### config.mk
export PLATFORM = sky130hd
export DESIGN_NAME = lpddr5_refresh_ctrl_flat
export DESIGN_NICKNAME = d
export VERILOG_FILES = /design/src/rtl/lpddr5_refresh_ctrl_if.sv /design/src/rtl/lpddr5_refresh_ctrl.sv /design/src/flat_wrapper.sv
export SDC_FILE = /design/constraint.sdc
export NUM_CORES = 1
export LEC_CHECK = 0
export CORE_UTILIZATION = 50
export DETAILED_ROUTE_END_ITERATION = 7
export DONT_BUFFER_PORTS = 1
export PLACE_DENSITY_LB_ADDON = 0.2
export SLEW_MARGIN = 10
export SYNTH_ARGS = -nofsm -noshare
export SYNTH_HDL_FRONTEND = slang
export SYNTH_SLANG_ARGS = --single-unit
### constraint.sdc
create_clock -name clk -period 3.6 [get_ports clk]
set_input_delay 0.36 -clock clk [delete_from_list [all_inputs] [get_ports clk]]
set_output_delay 0.36 -clock clk [all_outputs]
set_load 0.01 [all_outputs]
### src/rtl/lpddr5_refresh_ctrl_if.sv
// Refresh engine <-> scheduler / interval-timer signal bundle for lpddr5_refresh_ctrl.
// master = refresh engine, slave = scheduler side.
interface lpddr5_refresh_ctrl_if #(
  parameter int unsigned BANK_NUM     = 8,
  parameter int unsigned MAX_POSTPONE = 8
);
  localparam int unsigned PEND_W = $clog2(MAX_POSTPONE + 1);

  logic                enable;
  logic                sched_idle;
  logic [BANK_NUM-1:0] bank_open;
  logic                ref_req;
  logic                ref_grant;
  logic                pre_all_valid;
  logic                pre_all_ready;
  logic                ref_valid;
  logic                ref_ready;
  logic                refresh_busy;
  logic                ref_done;
  logic [PEND_W-1:0]   pending_cnt;
  logic                urgent;
  logic                overflow;

  modport master (
    input  enable, sched_idle, bank_open, ref_grant, pre_all_ready, ref_ready,
    output ref_req, pre_all_valid, ref_valid, refresh_busy, ref_done,
           pending_cnt, urgent, overflow
  );

  modport slave (
    output enable, sched_idle, bank_open, ref_grant, pre_all_ready, ref_ready,
    input  ref_req, pre_all_valid, ref_valid, refresh_busy, ref_done,
           pending_cnt, urgent, overflow
  );
endinterface

### src/rtl/lpddr5_refresh_ctrl.sv
// LPDDR5 refresh engine: tREFI interval tracking, PREA/REF sequencing and tRFC blocking.
// Define LPDDR5_REF_POSTPONE_EN to allow up to MAX_POSTPONE owed refreshes deferred while traffic flows.
module lpddr5_refresh_ctrl #(
  parameter int unsigned BANK_NUM     = 8,
  parameter int unsigned T_RP         = 4,
  parameter int unsigned T_RFC        = 20,
  parameter int unsigned T_REFI       = 100,
  parameter int unsigned MAX_POSTPONE = 8
) (
  input  logic                  clk,
  input  logic                  rst,
  lpddr5_refresh_ctrl_if.master bus
);
  localparam int unsigned PEND_W  = $clog2(MAX_POSTPONE + 1);
  localparam int unsigned REFI_W  = $clog2(T_REFI + 1);
  localparam int unsigned TMR_MAX = (T_RFC > T_RP) ? T_RFC : T_RP;
  localparam int unsigned TMR_W   = $clog2(TMR_MAX + 1);
`ifdef LPDDR5_REF_POSTPONE_EN
  localparam int unsigned CAP     = MAX_POSTPONE;
`else
  localparam int unsigned CAP     = 1;
`endif
  localparam logic [BANK_NUM-1:0] ALL_CLOSED = '0;

  typedef enum logic [2:0] {
    S_IDLE, S_REQ, S_PREA, S_WAIT_RP, S_REF, S_WAIT_RFC
  } state_t;

  state_t            state_q, state_d;
  logic [REFI_W-1:0] refi_q, refi_d;
  logic [TMR_W-1:0]  tmr_q, tmr_d;
  logic [PEND_W-1:0] pend_q, pend_d;
  logic              urgent_q, urgent_d;
  logic              ovf_q, ovf_d;
  logic              req_q, req_d;
  logic              pv_q, pv_d;
  logic              rv_q, rv_d;
  logic              busy_q, busy_d;
  logic              done_q, done_d;
  logic              tick_c, ref_hs_c, pre_hs_c, req_cond_c;

`ifdef LPDDR5_REF_POSTPONE_EN
  assign req_cond_c = bus.sched_idle | urgent_q;
`else
  logic unused_sched_idle;
  assign unused_sched_idle = bus.sched_idle;
  assign req_cond_c        = 1'b1;
`endif

  // Next-state, counters and registered-output values
  always_comb begin
    state_d  = state_q;
    tmr_d    = tmr_q;
    refi_d   = refi_q;
    pend_d   = pend_q;
    ovf_d    = ovf_q;
    tick_c   = bus.enable && (refi_q == REFI_W'(T_REFI - 1));
    ref_hs_c = rv_q && bus.ref_ready;
    pre_hs_c = pv_q && bus.pre_all_ready;

    if (bus.enable) refi_d = tick_c ? '0 : refi_q + REFI_W'(1);

    // Simultaneous tick and REF handshake cancel out
    if (tick_c && !ref_hs_c) begin
      if (pend_q != PEND_W'(CAP)) pend_d = pend_q + PEND_W'(1);
    end else if (ref_hs_c && !tick_c) begin
      pend_d = pend_q - PEND_W'(1);
    end
    if (tick_c && (pend_q == PEND_W'(CAP))) ovf_d = 1'b1;
    urgent_d = (pend_d == PEND_W'(CAP));

    unique case (state_q)
      S_IDLE: begin
        if (bus.enable && (pend_q != '0) && req_cond_c) state_d = S_REQ;
      end
      S_REQ: begin
        if (bus.ref_grant) state_d = (bus.bank_open == ALL_CLOSED) ? S_REF : S_PREA;
      end
      S_PREA: begin
        if (pre_hs_c) begin
          state_d = S_WAIT_RP;
          tmr_d   = TMR_W'(T_RP - 1);
        end
      end
      S_WAIT_RP: begin
        if (tmr_q == '0) state_d = S_REF;
        else             tmr_d   = tmr_q - TMR_W'(1);
      end
      S_REF: begin
        if (ref_hs_c) begin
          state_d = S_WAIT_RFC;
          tmr_d   = TMR_W'(T_RFC - 1);
        end
      end
      S_WAIT_RFC: begin
        if (tmr_q == '0) state_d = (pend_q != '0) ? S_REQ : S_IDLE;
        else             tmr_d   = tmr_q - TMR_W'(1);
      end
      default: state_d = S_IDLE;
    endcase

    req_d  = (state_d != S_IDLE);
    pv_d   = (state_d == S_PREA);
    rv_d   = (state_d == S_REF);
    busy_d = (state_d == S_WAIT_RFC);
    done_d = busy_d && (tmr_d == '0);
  end

  always_ff @(posedge clk or posedge rst) begin
    if (rst) begin
      state_q  <= S_IDLE;
      tmr_q    <= '0;
      refi_q   <= '0;
      pend_q   <= '0;
      urgent_q <= 1'b0;
      ovf_q    <= 1'b0;
      req_q    <= 1'b0;
      pv_q     <= 1'b0;
      rv_q     <= 1'b0;
      busy_q   <= 1'b0;
      done_q   <= 1'b0;
    end else begin
      state_q  <= state_d;
      tmr_q    <= tmr_d;
      refi_q   <= refi_d;
      pend_q   <= pend_d;
      urgent_q <= urgent_d;
      ovf_q    <= ovf_d;
      req_q    <= req_d;
      pv_q     <= pv_d;
      rv_q     <= rv_d;
      busy_q   <= busy_d;
      done_q   <= done_d;
    end
  end

  assign bus.ref_req       = req_q;
  assign bus.pre_all_valid = pv_q;
  assign bus.ref_valid     = rv_q;
  assign bus.refresh_busy  = busy_q;
  assign bus.ref_done      = done_q;
  assign bus.pending_cnt   = pend_q;
  assign bus.urgent        = urgent_q;
  assign bus.overflow      = ovf_q;
endmodule

### src/flat_wrapper.sv
// flat-port wrapper written by rule: the top's interface ports become plain ports
module lpddr5_refresh_ctrl_flat 
#(
  parameter int unsigned BANK_NUM     = 8,
  parameter int unsigned T_RP         = 4,
  parameter int unsigned T_RFC        = 20,
  parameter int unsigned T_REFI       = 100,
  parameter int unsigned MAX_POSTPONE = 8
)
  (clk, rst, bus_enable, bus_sched_idle, bus_bank_open, bus_ref_grant, bus_pre_all_ready, bus_ref_ready, bus_ref_req, bus_pre_all_valid, bus_ref_valid, bus_refresh_busy, bus_ref_done, bus_pending_cnt, bus_urgent, bus_overflow);
  lpddr5_refresh_ctrl_if #(.BANK_NUM(BANK_NUM), .MAX_POSTPONE(MAX_POSTPONE)) bus_i ();
  input  logic clk;
  input  logic rst;
  input wire logic [$bits(bus_i.enable)-1:0] bus_enable;
  input wire logic [$bits(bus_i.sched_idle)-1:0] bus_sched_idle;
  input wire logic [$bits(bus_i.bank_open)-1:0] bus_bank_open;
  input wire logic [$bits(bus_i.ref_grant)-1:0] bus_ref_grant;
  input wire logic [$bits(bus_i.pre_all_ready)-1:0] bus_pre_all_ready;
  input wire logic [$bits(bus_i.ref_ready)-1:0] bus_ref_ready;
  output wire logic [$bits(bus_i.ref_req)-1:0] bus_ref_req;
  output wire logic [$bits(bus_i.pre_all_valid)-1:0] bus_pre_all_valid;
  output wire logic [$bits(bus_i.ref_valid)-1:0] bus_ref_valid;
  output wire logic [$bits(bus_i.refresh_busy)-1:0] bus_refresh_busy;
  output wire logic [$bits(bus_i.ref_done)-1:0] bus_ref_done;
  output wire logic [$bits(bus_i.pending_cnt)-1:0] bus_pending_cnt;
  output wire logic [$bits(bus_i.urgent)-1:0] bus_urgent;
  output wire logic [$bits(bus_i.overflow)-1:0] bus_overflow;
  assign bus_i.enable = bus_enable;
  assign bus_i.sched_idle = bus_sched_idle;
  assign bus_i.bank_open = bus_bank_open;
  assign bus_i.ref_grant = bus_ref_grant;
  assign bus_i.pre_all_ready = bus_pre_all_ready;
  assign bus_i.ref_ready = bus_ref_ready;
  assign bus_ref_req = bus_i.ref_req;
  assign bus_pre_all_valid = bus_i.pre_all_valid;
  assign bus_ref_valid = bus_i.ref_valid;
  assign bus_refresh_busy = bus_i.refresh_busy;
  assign bus_ref_done = bus_i.ref_done;
  assign bus_pending_cnt = bus_i.pending_cnt;
  assign bus_urgent = bus_i.urgent;
  assign bus_overflow = bus_i.overflow;
  lpddr5_refresh_ctrl #(.BANK_NUM(BANK_NUM), .T_RP(T_RP), .T_RFC(T_RFC), .T_REFI(T_REFI), .MAX_POSTPONE(MAX_POSTPONE)) u_core (.clk(clk), .rst(rst), .bus(bus_i));
endmodule
==> results of run 1 <==
-- through the flow --
stage,power (mW),setup slack [ns],util
3_3_place_gp,1.19,1.42,0.540
4_1_cts,1.42,1.40,0.558
3_5_place_dp,1.21,1.42,0.540
5_1_grt,1.53,1.17,0.558
2_1_floorplan,1.10,1.63,-
6_report,1.42,1.39,0.558
-- cell usage in the layout (no fill, tap or decap), types with 2 or more instances in the layout --
cell type / netlist / routed
ha_1: 5 / 5
nand3_1: 3 / 3
or3_1: 3 / 3
and2_1: 3 / 3
nor4_1: 3 / 3
dfrtp_1: 26 / 26
nand2_1: 12 / 12
a21oi_1: 4 / 4
clkbuf_4: 0 / 3
nor4_2: 2 / 2
o21ai_0: 4 / 4
a21o_1: 2 / 2
inv_1: 13 / 13
a221o_1: 2 / 2
o22ai_1: 3 / 3
nand4_1: 4 / 4
nor4b_2: 2 / 2
nor2_1: 13 / 13
nand2b_1: 3 / 3
nor3b_1: 2 / 2
nor3_1: 7 / 7
xnor2_1: 4 / 4
-- layout make-up --
| class | instances | area share |
|---|---|---|
| clock inverters | 1 | 0.0192 |
| multi-input cells | 108 | 0.495 |
| inverters | 13 | 0.0312 |
| clock buffers | 3 | 0.0144 |
| well taps | 31 | 0.0248 |
| flip-flops and latches | 26 | 0.415 |
-- registers in the layout, indices dropped and copies added (netlist names) --
name / flops
u_core.bus.pre_all_valid: 1
u_core.bus.ref_valid: 1
u_core.bus.pending_cnt: 4
u_core.bus.urgent: 1
u_core.state_q: 3
u_core.bus.ref_done: 1
u_core.bus.overflow: 1
u_core.refi_q: 7
u_core.bus.refresh_busy: 1
u_core.tmr_q: 5
u_core.bus.ref_req: 1
-- power by group through the flow --
stage | Combinational [mW] | Sequential, mW | Clock (mW)
floorplan | 0.542 | 0.557 | 0
global placement | 0.562 | 0.630 | 0
detailed placement | 0.575 | 0.636 | 0
CTS | 0.579 | 0.628 | 0.210
global route | 0.661 | 0.656 | 0.216
finish | 0.580 | 0.633 | 0.205
-- worst max-delay path, stage by stage, from the launching register on --
cell and delay (ns):
dfrtp_1 0.49, inv_1 0.17, ha_1 0.23, or3b_2 0.46, a32oi_1 0.17, o22ai_1 0.19, or3_1 0.41
-- how the worst min path moves through the flow --
| stage | cells past startpoint | slack [ns] | to | from |
|---|---|---|---|---|
| 2_1_floorplan | 1 | 0.40 | u_core.bus.overflow | rst |
| 3_3_place_gp | 1 | 0.47 | u_core.refi_q[1] | bus_enable |
| 3_5_place_dp | 1 | 0.48 | u_core.refi_q[1] | bus_enable |
| 4_1_cts | 1 | 0.12 | u_core.refi_q[1] | bus_enable |
| 5_1_grt | 1 | 0.11 | u_core.refi_q[1] | bus_enable |
| 6_report | 1 | 0.12 | u_core.bus.pre_all_valid | rst |
-- per-layer routing --
metal  up-vias  wire [um]  global-route usage
li1        554          -                   -
met1       552       1360               0.258
met2        34       1240               0.297
met3         6        148              0.0408
met4         0         42              0.0732
met5         -          0                   0
-- cells by family (layout without fill, tap and decap cells) --
kind of cell	after synthesis	in the layout	synth area share
buffers and inverters	18	17	0.0555
xor gates and xnor gates	6	6	0.0398
adders and majority gates	6	6	0.0481
and+or+nand+nor	63	63	0.244
muxes	1	1	0.00746
DFF	26	26	0.431
AOI/OAI and AO/OA	32	32	0.174
==> out/metrics.yaml, run 1 <==
cts_hold_buf: 0
holdCritPathClass: "in2async"
intPower_mw: 0.805
worst_slew_pin_slew_ns: 0.975
drtIter0Drc: 43
placed_cells: 178
hpwl_um: 2040
synth-edff-count: 0
min_period_ns: 2.21
ctsResizeCount: 0
slew_violations: 0
status: "complete, but fails checks"
leakage_nw: 0.673
grt_overflow: 0
share_seq_of_total_power: 0.446
layout.cells.non_filler: 182
critical_path_required_ns: 3.82
start_util: 0.538
finalHoldWorstSlack_ns: 0.122
comb_power_share: 0.409
clkPwrFrac: 0.144
yosys_warnings: 0
fp.dieW_um: 57.0
antenna_cells: 0
yosys_most_used_dff: "dfrtp_1"
cts_tree: "done"
place_area_um2: 1510
pin_count: 26
synth_top_cell_by_area: "dfrtp_1"
synth.top_cells.by_count: "26 x dfrtp_1, 13 x inv_1, 13 x nor2_1, 12 x nand2_1, 7 x nor3_1"
switching_power_mw: 0.613
multi_input_area_um2: 776
hold_violations: 0
grt_pass1_vias: 1123
rrSetupSlack_ns: 1.39
fmax_ghz: 0.453
final.setup.tns_ns: 0
slew_headroom: 0.349
path_class: "reg2reg"
rsz0062_at_grt: "no"
synth.most_common_cell: "dfrtp_1"
area_delta_synth_final_pct: 3.73
setup_viol: 0
async_flop_share: 1.00
grt_max_degree: 27
cts_buffer_depth: 2
yosys-top-cells-area: "dfrtp_1 43%, ha_1 4.1%, inv_1 3.2%, nor2_1 3.2%, nand2_1 3.0%"
cts_made_buffers: 3
routed_wl_um: 2790
cp_max_fo: 5
antenna_found_initial: 0
cp.arrival_ns: 2.43
floorplan.die.height_um: 57.0
p_per_area_nw_per_um2: 905
clock_sinks: 26
ys_types: 51
crit_path_end: "u_core.bus.ref_req"
violations: "DRC"
netlist.area_leader.share: 0.431
htree_levels: 1
skew_ns: 0.0102
critPathCaptureType: "flop"
worst_r2r_endpoint: "u_core.bus.ref_req"
yosysSeqAreaShare: 0.431
switching_share: 0.432
cts.clk_slew.worst_paths_ns: 0.15
drc: 7
setup.worst_path.start: "u_core.bus.pending_cnt[1]"
startpoint_type: "flop"
core_area_um2: 2810
post-route-cell-area_um2: 1570
rows: 19
grt_use_total: 0.189
io_buffers: 0
place_congestion: 0.837
wl_per_cell_um: 15.3
worst_r2r_path_depth: 6
cts_root_buf: "clkbuf_4"
clk-insertion-delay-late_ns: 0.33
register_area_um2: 651
nFillCells: 237
r2r_start: "u_core.bus.pending_cnt[1]"
ir_drop_v: 0.000390
post-cts-setup-buffer-count: 0
synth-seq-cells: 26
drt-pass1-iter-count: 8
die_area_um2: 3240
netlist_area_um2: 1510
nets: 172
vias: 1146
via_per_inst: 6.30
drive_above_1_share: 0.126
cap_violations: 0
fin_crit_sh: 0.614
ant_nets: 0
synth.avg_cell_area_um2: 9.94
grt_pass1_wl_um: 4870
netlist_instances: 152
synth_fp_nets: 172
Note: power is estimated with default switching activity, not from simulation.
==> run 2, diff against run 1 <==
==> constraint.sdc (replaced) <==
create_clock -name clk -period 2.1 [get_ports clk]
set_input_delay 0.21 -clock clk [delete_from_list [all_inputs] [get_ports clk]]
set_output_delay 0.21 -clock clk [all_outputs]
set_load 0.01 [all_outputs]
==> run 2 against run 1 <==
Net effect: the run still ends with DRC left; largest power group is now combinational cells; highest routed layer unchanged; wire length grew 5.6%; first-iteration DRC count is the same; total power is 81% higher; count of clock-buffer cells in the layout up 1; critical endpoint unchanged; register-to-register slack got worse by 1.3 ns; cell count up 9.3%; non-clock buffer count up 17; sequential power up 51%.
==> out/metrics.yaml, run 2 (same netlist as run 1, synthesis figures left out) <==
slowest_delay_ns: 0.48
grt_use_total: 0.200
worst_r2r_endpoint: "u_core.bus.ref_req"
hpwl_um: 2210
leakage_nw: 0.752
multi_input_area_um2: 785
register_area_um2: 651
setup_slack_ns: 0.110
worst_slew_pin_slew_ns: 0.515
violations: "DRC"
post-route-util: 0.603
rrSetupSlack_ns: 0.11
htree_levels: 1
holdCritPathClass: "in2reg"
r2r_start: "u_core.bus.pending_cnt[0]"
final_common_cell: "dfrtp_1"
fp.dieW_um: 57.0
setup_viol: 0
core_area_um2: 2810
rsz0062_at_grt: "no"
grt_pass1_vias: 1140
grt_max_degree: 27
slew_violations: 0
drtIter0Drc: 43
ir_drop_v: 0.000762
largest_register_ff_count: 7
rows: 19
drc: 7
drt-pass1-iter-count: 6
hold_violations: 0
crit_family: "simple AND/OR/NAND/NOR gates"
p_per_area_nw_per_um2: 1510
path_buf_inv: 1
cts.clk_slew.worst_paths_ns: 0.14
min_period_ns: 1.99
critical_path_required_ns: 2.32
ant_nets: 0
skew_ns: 0.00841
clk-insertion-delay-late_ns: 0.32
slew_headroom: 0.654
min_from: "bus_enable"
path_class: "reg2reg"
wl_per_cell_um: 14.8
routed_wl_um: 2950
cts_buffer_depth: 2
nets: 189
mostFrequentLayoutCells: "26 x dfrtp_1, 15 x buf_4, 13 x inv_1, 13 x nor2_1, 12 x nand2_1"
nFillCells: 245
grt_pass1_wl_um: 5020
antenna_cells: 0
cts_tree: "done"
grt_overflow: 0
fmax_ghz: 0.503
start_util: 0.538
cp_max_fo: 4
cp.arrival_ns: 2.20
clock_sinks: 26
pre_cts_slack_ns: 0.0855
cts_made_buffers: 3
cp_cell_sequence: "inv_1 -> ha_1 -> or3b_2 -> a32oi_1 -> o22ai_1 -> or3_1"
fin_crit_sh: 0.947
via_per_inst: 6.04
vias: 1202
whs_path_depth: 2
antenna_found_initial: 0
floorplan.die.height_um: 57.0
holdPathEnd: "u_core.refi_q[1]"
area_delta_synth_final_pct: 12.0
finalPower_mw: 2.56
crit_path_top_delay_cell: "or3b_2"
regMostFlops: "u_core.refi_q"
place_area_um2: 1630
drive_above_1_share: 0.202
startpoint_type: "flop"
cap_violations: 0
status: "complete, but fails checks"
pin_count: 26
die_area_um2: 3240
cts_root_buf: "clkbuf_4"
post-cts-setup-buffer-count: 0
critPathCaptureType: "flop"
place_congestion: 0.860
post-route-cell-area_um2: 1690
io_buffers: 0
final.setup.tns_ns: 0
worst_r2r_path_depth: 6
==> run 2: cell types whose count changed in the layout (fill, tap and decap cells not counted) <==
cell,before,now
buf_4,0,15
dlygate4sd3_1,0,2
bufinv_16,1,0
clkbuf_8,0,1
nor4b_2,2,1
nor4b_4,0,1
==> run 2: layer usage <==
metal / up-vias / global-route usage / share of wire
met4: 0 / 0.0941 / 0.014
li1: 589 / - / -
met2: 39 / 0.304 / 0.44
met5: - / 0 / 0
met1: 570 / 0.272 / 0.49
met3: 4 / 0.0454 / 0.058
==> run 2: how the worst max path moves through the flow <==
stage                              start             endpoint  slack [ns]  cells past startpoint
6_report       u_core.bus.pending_cnt[0]   u_core.bus.ref_req        0.11                      6
5_1_grt                 u_core.refi_q[4]    u_core.bus.urgent        0.04                      5
4_1_cts                  u_core.tmr_q[0]  u_core.bus.ref_done        0.05                      7
3_5_place_dp             u_core.tmr_q[0]  u_core.bus.ref_done        0.09                      7
3_3_place_gp             u_core.tmr_q[0]  u_core.bus.ref_done        0.12                      7
2_1_floorplan  u_core.bus.pending_cnt[1]   u_core.bus.ref_req        0.13                      6
==> run 2: timing repair <==
action	in CTS	in global routing
hold buffers	2	0
hold endpoints to repair	27	0
endpoints found under the setup margin	0	2
gates resized for setup	0	1
==> run 2: area by class of cell <==
class                           count  share of cell area
Multi-Input combinational cell    108               0.464
Sequential cell                    26               0.385
Timing Repair Buffer               17              0.0784
Inverter                           13              0.0288
Tap cell                           31              0.0229
Clock buffer                        4              0.0214
==> run 2: through the flow <==
| stage | hold slack [ns] | cells |
|---|---|---|
| 3_3_place_gp | 0.177 | 193 |
| 5_1_grt | 0.0116 | 199 |
| 2_1_floorplan | 0.250 | 152 |
| 4_1_cts | 0.00558 | 199 |
| 6_report | 0.0155 | 199 |
| 3_5_place_dp | 0.178 | 193 |
==> run 2: where the power goes <==
part | internal [mW] | total, mW | switching [mW] | leakage [nW]
Combinational | 0.640 | 1.35 | 0.713 | 0.409
Sequential | 0.717 | 0.955 | 0.239 | 0.322
Clock | 0.106 | 0.252 | 0.146 | 0.0210
Total | 1.46 | 2.56 | 1.10 | 0.752
